===== src/rtl/hsi_tx_sched.sv =====
// Transmit scheduler for the HSI master link: arbitrates BTC, CCW, SR and TM
// frames onto one transmitter, with bounded repeats, timeouts and an idle gap.
module hsi_tx_sched #(
    parameter int BTC_PERIOD = 48000,
    parameter int MAX_RETRY  = 3,
    parameter int GAP_CYCLES = 16,
    parameter int TIMEOUT    = 4096
) (
    input  logic       clk,
    input  logic       rst,
    input  logic       en,
    input  logic       btc_en,
    input  logic       ccw_rdy,
    input  logic       sr_rdy,
    input  logic       tm_rdy,
    output logic       ccw_ack,
    output logic       sr_ack,
    output logic       tm_ack,
    output logic       tx_fail,
    output logic [1:0] tx_sel,
    output logic       tx_start,
    output logic       tx_repeat,
    input  logic       tx_done,
    input  logic       tx_repeat_req,
    output logic       busy,
    output logic [1:0] retry_cnt,
    output logic       btc_missed,
    output logic [1:0] dbg_state
);

    // Handshake: a source holds *_rdy high until its one-cycle *_ack; rdy is
    // only looked at in IDLE, so dropping it after the grant has no effect.

    localparam int BTC_W = $clog2(BTC_PERIOD + 1);
    localparam int TO_W  = $clog2(TIMEOUT + 1);
    localparam int GAP_W = $clog2(GAP_CYCLES + 1);

    localparam logic [BTC_W-1:0] BTC_LAST = BTC_W'(BTC_PERIOD - 1);
    localparam logic [TO_W-1:0]  TO_LAST  = TO_W'(TIMEOUT - 1);
    localparam logic [GAP_W-1:0] GAP_LAST = GAP_W'(GAP_CYCLES - 1);
    localparam logic [1:0]       MAX_R    = 2'(MAX_RETRY);

    typedef enum logic [1:0] {
        IDLE  = 2'd0,
        START = 2'd1,
        WAIT  = 2'd2,
        GAP   = 2'd3
    } state_t;

    state_t           state_q, state_d;
    logic [1:0]       sel_q, sel_d;
    logic [1:0]       retry_q, retry_d;
    logic             redo_q, redo_d;
    logic [TO_W-1:0]  to_cnt_q, to_cnt_d;
    logic [GAP_W-1:0] gap_cnt_q, gap_cnt_d;
    logic [BTC_W-1:0] btc_cnt_q, btc_cnt_d;
    logic             btc_pend_q, btc_pend_d;
    logic             missed_q, missed_d;
    logic             ccw_ack_q, ccw_ack_d;
    logic             sr_ack_q, sr_ack_d;
    logic             tm_ack_q, tm_ack_d;
    logic             fail_q, fail_d;

    logic       any_req;
    logic [1:0] win;
    logic       finish;
    logic       btc_clr;
    logic       btc_wrap;

    // Fixed priority: BTC > CCW > SR > TM.
    always_comb begin
        any_req = btc_pend_q | ccw_rdy | sr_rdy | tm_rdy;
        win     = 2'd3;
        if (btc_pend_q)   win = 2'd0;
        else if (ccw_rdy) win = 2'd1;
        else if (sr_rdy)  win = 2'd2;
    end

    always_comb begin
        state_d   = state_q;
        sel_d     = sel_q;
        retry_d   = retry_q;
        redo_d    = redo_q;
        to_cnt_d  = to_cnt_q;
        gap_cnt_d = gap_cnt_q;
        ccw_ack_d = 1'b0;
        sr_ack_d  = 1'b0;
        tm_ack_d  = 1'b0;
        fail_d    = 1'b0;
        finish    = 1'b0;
        btc_clr   = 1'b0;

        case (state_q)
            IDLE: begin
                if (en && any_req) begin
                    sel_d   = win;
                    retry_d = 2'd0;
                    redo_d  = 1'b0;
                    state_d = START;
                end
            end
            START: begin
                to_cnt_d = '0;
                state_d  = WAIT;
            end
            WAIT: begin
                to_cnt_d = to_cnt_q + TO_W'(1);
                if (tx_done) begin
                    finish    = 1'b1;
                    gap_cnt_d = '0;
                    state_d   = GAP;
                end else if (tx_repeat_req || (to_cnt_q == TO_LAST)) begin
                    gap_cnt_d = '0;
                    state_d   = GAP;
                    if (retry_q < MAX_R) begin
                        retry_d = retry_q + 2'd1;
                        redo_d  = 1'b1;
                    end else begin
                        finish = 1'b1;
                        fail_d = 1'b1;
                    end
                end
            end
            GAP: begin
                // A pending redo restarts the same frame without arbitration.
                if (gap_cnt_q == GAP_LAST) begin
                    state_d = redo_q ? START : IDLE;
                    redo_d  = 1'b0;
                end else begin
                    gap_cnt_d = gap_cnt_q + GAP_W'(1);
                end
            end
            default: state_d = IDLE;
        endcase

        if (finish) begin
            case (sel_q)
                2'd0:    btc_clr   = 1'b1;
                2'd1:    ccw_ack_d = 1'b1;
                2'd2:    sr_ack_d  = 1'b1;
                default: tm_ack_d  = 1'b1;
            endcase
        end
    end

    // A new slot wins over a same-cycle completion so the fresh BTC is not lost.
    always_comb begin
        btc_wrap  = btc_en && (btc_cnt_q == BTC_LAST);
        btc_cnt_d = btc_cnt_q + BTC_W'(1);
        if (!btc_en || btc_wrap) btc_cnt_d = '0;
        btc_pend_d = btc_pend_q;
        if (btc_clr)  btc_pend_d = 1'b0;
        if (btc_wrap) btc_pend_d = 1'b1;
        if (!btc_en)  btc_pend_d = 1'b0;
        missed_d = btc_wrap && btc_pend_q;
    end

    always_ff @(posedge clk or posedge rst) begin
        if (rst) begin
            state_q    <= IDLE;
            sel_q      <= 2'd0;
            retry_q    <= 2'd0;
            redo_q     <= 1'b0;
            to_cnt_q   <= '0;
            gap_cnt_q  <= '0;
            btc_cnt_q  <= '0;
            btc_pend_q <= 1'b0;
            missed_q   <= 1'b0;
            ccw_ack_q  <= 1'b0;
            sr_ack_q   <= 1'b0;
            tm_ack_q   <= 1'b0;
            fail_q     <= 1'b0;
        end else begin
            state_q    <= state_d;
            sel_q      <= sel_d;
            retry_q    <= retry_d;
            redo_q     <= redo_d;
            to_cnt_q   <= to_cnt_d;
            gap_cnt_q  <= gap_cnt_d;
            btc_cnt_q  <= btc_cnt_d;
            btc_pend_q <= btc_pend_d;
            missed_q   <= missed_d;
            ccw_ack_q  <= ccw_ack_d;
            sr_ack_q   <= sr_ack_d;
            tm_ack_q   <= tm_ack_d;
            fail_q     <= fail_d;
        end
    end

    assign tx_start   = (state_q == START);
    assign tx_repeat  = (state_q == START) && (retry_q != 2'd0);
    assign busy       = (state_q != IDLE);
    assign tx_sel     = sel_q;
    assign retry_cnt  = retry_q;
    assign ccw_ack    = ccw_ack_q;
    assign sr_ack     = sr_ack_q;
    assign tm_ack     = tm_ack_q;
    assign tx_fail    = fail_q;
    assign btc_missed = missed_q;
    assign dbg_state  = state_q;

endmodule


===== config.mk =====
export PLATFORM = sky130hd
export DESIGN_NAME = hsi_tx_sched
export DESIGN_NICKNAME = d
export VERILOG_FILES = /design/src/rtl/hsi_tx_sched.sv
export SDC_FILE = /design/constraint.sdc
export NUM_CORES = 1
export LEC_CHECK = 0
export CORE_ASPECT_RATIO = 0.7
export CORE_MARGIN = 8
export CORE_UTILIZATION = 55
export CTS_CLUSTER_DIAMETER = 100
export DETAILED_ROUTE_END_ITERATION = 8
export PLACE_DENSITY = 0.77
export SYNTH_ARGS = -nofsm -noshare
export SYNTH_HDL_FRONTEND = slang
export SYNTH_SLANG_ARGS = --single-unit
export TNS_END_PERCENT = 10

===== constraint.sdc =====
create_clock -name clk -period 2.8 [get_ports clk]
set_input_delay 0.56 -clock clk [delete_from_list [all_inputs] [get_ports clk]]
set_output_delay 0.56 -clock clk [all_outputs]
set_load 0.05 [all_outputs]

# [Word-level counts from Yosys, hierarchy flattened]
# Cells that the tools add are included.
# Widths: inputs -> output; s select.
[totals] register_bits=47 latchBits=0 mem_bits_rw=0 mem_bits_ro=0 inputBits=9 memories=0
[op_classes] add_sub_neg=4 multipliers=0 div_mod_pow=0 magnitude_cmp=1 n_eq_ne=16 shifts=0 muxes=43 bitwise=3 reduce_logical=21
[ops] operator="$pmux 13 s2" n=1
[ops] operator="$mux 1" n=24
[ops] operator="$mux 2" n=10
[ops] operator="$add 16x1->16 const B" n=1
[ops] operator="$eq 16x16->1 const B" n=1
[ops] operator="$mux 16" n=1
[ops] operator="$mux 5" n=3
[ops] operator="$add 13x1->13 const B" n=1
[ops] operator="$eq 13x12->1 const B" n=1
[ops] operator="$ne 2x2->1 const B" n=6
[ops] operator="$pmux 5 s2" n=1
[ops] operator="$reduce_bool 2->1" n=5
[ops] operator="$pmux 2 s4" n=1
[ops] operator="$eq 2x2->1 const B" n=3
[ops] operator="$reduce_and 3->1" n=2
[ops] operator="$reduce_and 6->1" n=1
[ops] operator="$add 5x1->5 const B" n=1
[ops] operator="$eq 5x4->1 const B" n=1
[ops] operator="$reduce_and 5->1" n=1
[ops] operator="$eq 2x1->1 const B" n=2
[ops] operator="$logic_and 1x1->1" n=4
[ops] operator="$logic_not 2->1" n=2
[ops] operator="$pmux 2 s2" n=1
[ops] operator="$ne 3x1->1 const B" n=1
[ops] operator="other kinds (10)" n=13

# [Logic depth before layout (Yosys ltp)]
[logic_depth] depth_word=9 depth_mapped=7

# [Worst setup path after synthesis]
# OpenSTA, ideal clock, no wires.
[synth_timing] path_type="reg2out" start="register state_q[1], in the netlist dbg_state[1]" end="output port tx_repeat" t_arrival_ps=2029 path_slack_ps=211 path_stages_with_launch=4 path_buffers=0 cell_sequence="dfrtp_1 inv_1 ha_1 nor2b_1"
[synth_between] elab_chain_len=2
[synth_lines] item="start: declaration" line="50" source="state_t state_q, state_d;"
[synth_lines] item="start signal: assignment" line="174" source="state_q <= state_d;"
[synth_lines] item="$eq 2x1->1"
[synth_lines] item="via tx_start" line="21" source="output logic tx_start,"
[synth_lines] item="$logic_and 1x1->1" line="191" source="assign tx_repeat = (state_q == START) && (retry_q != 2'd0);"
[synth_lines] item="end: declaration" line="22" source="output logic tx_repeat,"
# The timed path passes the listed nets, and every way through them passes these cells.

# [Worst setup path in the final report]
[layout_timing] start="register state_q[1], in the netlist dbg_state[1]" end="output port busy"
[layout_between] elab_chain_len=1
[layout_lines] item="$reduce_bool 2->1" line="192" source="assign busy = (state_q != IDLE);"
[layout_lines] item="end: declaration" line="25" source="output logic busy,"
# No other way between the ends.

==> metrics <==
status complete, no violations; critical path capture point type primary output; Initial Utilization 55.9%; fill count 389; number of port buffers 22; post-synthesis sequential area ratio 45.0%; FF/Latch Area 1180 um^2; Leak 1.27 nW; antenna-violating nets left 0; total track usage 15.4%; Non-Filler Instances 354; grt ovf 0; antenna violations before repair 0; Detailed Routing Iterations Pass 1 4; crit path kind reg2out; antenna cells 0; DR vias/cell 5.78; Resized Gates After CTS 0; die area 7260 um^2; routability cong. 0.804; R2R Setup Slk 0.69 ns; Place WS 0.480 ns; Main synth FF type dfrtp_1; Root Buffer clkbuf_8; Die Ht 73.7 um; die width 98.4 um; vias in the first global route 1897; Syn. warnings 0; WP data required 2.24 ns; global-route wire length before repair 9.01 mm; async set-reset flop share out of synthesis 100%; Worst path max stage delay 0.81 ns; Critical Path AT 2.02 ns; critical path cell sequence inv_1, ha_1, inv_1, clkdlybuf4s50_1; Mapped Cells 268; fin crit share 92.0%; Sink Count 47; # nets final 316; Layout Utilization 64.8%; number of post-CTS setup repair buffers 0; Routed WL per cell 14.8 um; Initial DRC Count 116; Multi-input gate area 1330 um^2; syn_area_per_cell 9.76 um^2; Inserted Clock Buffers 5; fin crit period 2.58 ns; FMAX 388 MHz; P&R area growth vs syn 15.8%; clk_skew 0.0115 ns; io pins 23; Slew Viols, Final 0; Post-DP Area 2920 um^2; Min Hold Slack 0.484 ns; most frequent cells in the layout 47 x dfrtp_1, 22 x inv_1, 22 x nor2_1, 22 x clkdlybuf4s50_1, 15 x nand2_1; Core Rows 21; syn_nets 288; clock latency on the worst-skew pair 0.30 ns; layout cells sized above 1 8.08%; Crit Path Max Fanout 6; synthesized area 2620 um^2; worst-margin pin slew 0.587 ns; Residual DRC 0; hold_buf cts 0; startpoint types register; most frequent CP cell inv_1; Rel. slew slack 60.9%; CP max stage cell clkdlybuf4s50_1; total power 2.43 mW; dpl cells 346; Cell Pwr Density 802 nW/um^2; vias after detailed routing 2046; H-tree depth 2; Netlist cell types 56; max cap viols 0; clock-pin slew on the worst setup and hold paths 0.09 ns; design area 3030 um^2; Post-synth EDFFs 0; commonest non-fill, non-tap cell in the layout dfrtp_1; maximum vdd drop 0.518 mV; final hold vios 0; Clock Path Buffers 2; Setup TNS 0 ns; # setup viols final 0; pin count of the biggest net entering global routing 48; worst min path class reg2reg; RSZ-0062 raised after global routing false; CTS tree yes; drt total wl 5.26 mm; Final WS setup 0.224 ns; Final HPWL DP 3.88 mm; synthesis-stage register bit count 47; CORE AREA 4680 um^2
## cell families after synthesis
logic type | after synthesis | synth area share (%)
XOR/XNOR | 14 | 4.69
multiplexers | 4 | 1.58
AND/OR/NAND/NOR | 111 | 25.2
flip-flops | 47 | 45.0
adder cells (fa/ha/maj) | 11 | 5.26
AO/OA/AOI/OAI | 52 | 14.2
buffers and inverters | 29 | 4.21
## synthesized netlist by cell type (2+ instances only)
master / count / area share (%)
dfrtp_1: 47 / 45
inv_1: 23 / 3.3
nor2_1: 22 / 3.2
nand2_1: 15 / 2.2
ha_1: 11 / 5.3
o21ai_0: 11 / 2.1
nand3_1: 10 / 1.9
nor2b_1: 9 / 2.2
a21oi_1: 8 / 1.5
xnor2_1: 8 / 2.7
and3_1: 7 / 1.7
nand4_1: 6 / 1.4
xor2_1: 6 / 2.0
and2_1: 5 / 1.2
nor4_1: 5 / 1.2
o22ai_1: 5 / 1.2
or3_1: 5 / 1.2
a221o_1: 4 / 1.5
clkbuf_1: 4 / 0.57
nand2b_1: 4 / 0.96
nor3_1: 4 / 0.77
mux2i_1: 3 / 1.1
nor3b_1: 3 / 0.86
o311ai_0: 3 / 1.0
o31ai_1: 3 / 0.86
a211o_1: 2 / 0.67
a211oi_1: 2 / 0.57
and4_1: 2 / 0.67
o2111ai_1: 2 / 0.67
o21a_1: 2 / 0.57
or4_4: 2 / 0.86
## state kept, by name, summed over array words and instances (netlist names)
register / flops
btc_cnt_q: 16
ccw_ack: 1
sr_ack: 1
tx_sel: 2
btc_missed: 1
tm_ack: 1
tx_fail: 1
redo_q: 1
btc_pend_q: 1
dbg_state: 2
retry_cnt: 2
to_cnt_q: 13
gap_cnt_q: 5
## cell type report
class	count	area share (%)
multi-input combinational	192	43.9
clock inverter	3	1.45
clock buffer	5	2.27
sequential	47	38.8
inverter	24	2.97
timing repair buffer	26	8.26
tap	57	2.35
## power breakdown
group	leakage, nW	total (mW)	internal (mW)	switching, mW
sequential	0.641	0.851	0.762	0.0888
clock	0.0581	0.502	0.266	0.236
combinational	0.572	1.08	0.400	0.678
## critical path: cells and delay by family, from the launching register on
| kind | cells | cell delay, ns |
|---|---|---|
| buffers and inverters | 3 | 1.01 |
| adders and majority gates | 1 | 0.27 |
| DFF | 1 | 0.43 |
## worst paths after layout
path,from,end,cells past startpoint
setup / recovery,dbg_state[1],busy,4
hold / removal,btc_cnt_q[0],btc_cnt_q[0],1
setup reg to reg,btc_cnt_q[0],btc_cnt_q[9],5
hold reg to reg,btc_cnt_q[0],btc_cnt_q[0],1
max in group asynchronous,rst,tx_fail,3
min in group asynchronous,rst,to_cnt_q[6],3
## per-layer routing
metal | share of wire [%] | global-route usage, % | vias up
met4 | 0.44 | 4.06 | 0
met2 | 45 | 23.7 | 37
met3 | 5.3 | 4.16 | 2
met1 | 49 | 20.8 | 980
li1 | - | - | 1027
met5 | 0 | 0 | -
Power figures use the tool's default switching activity.
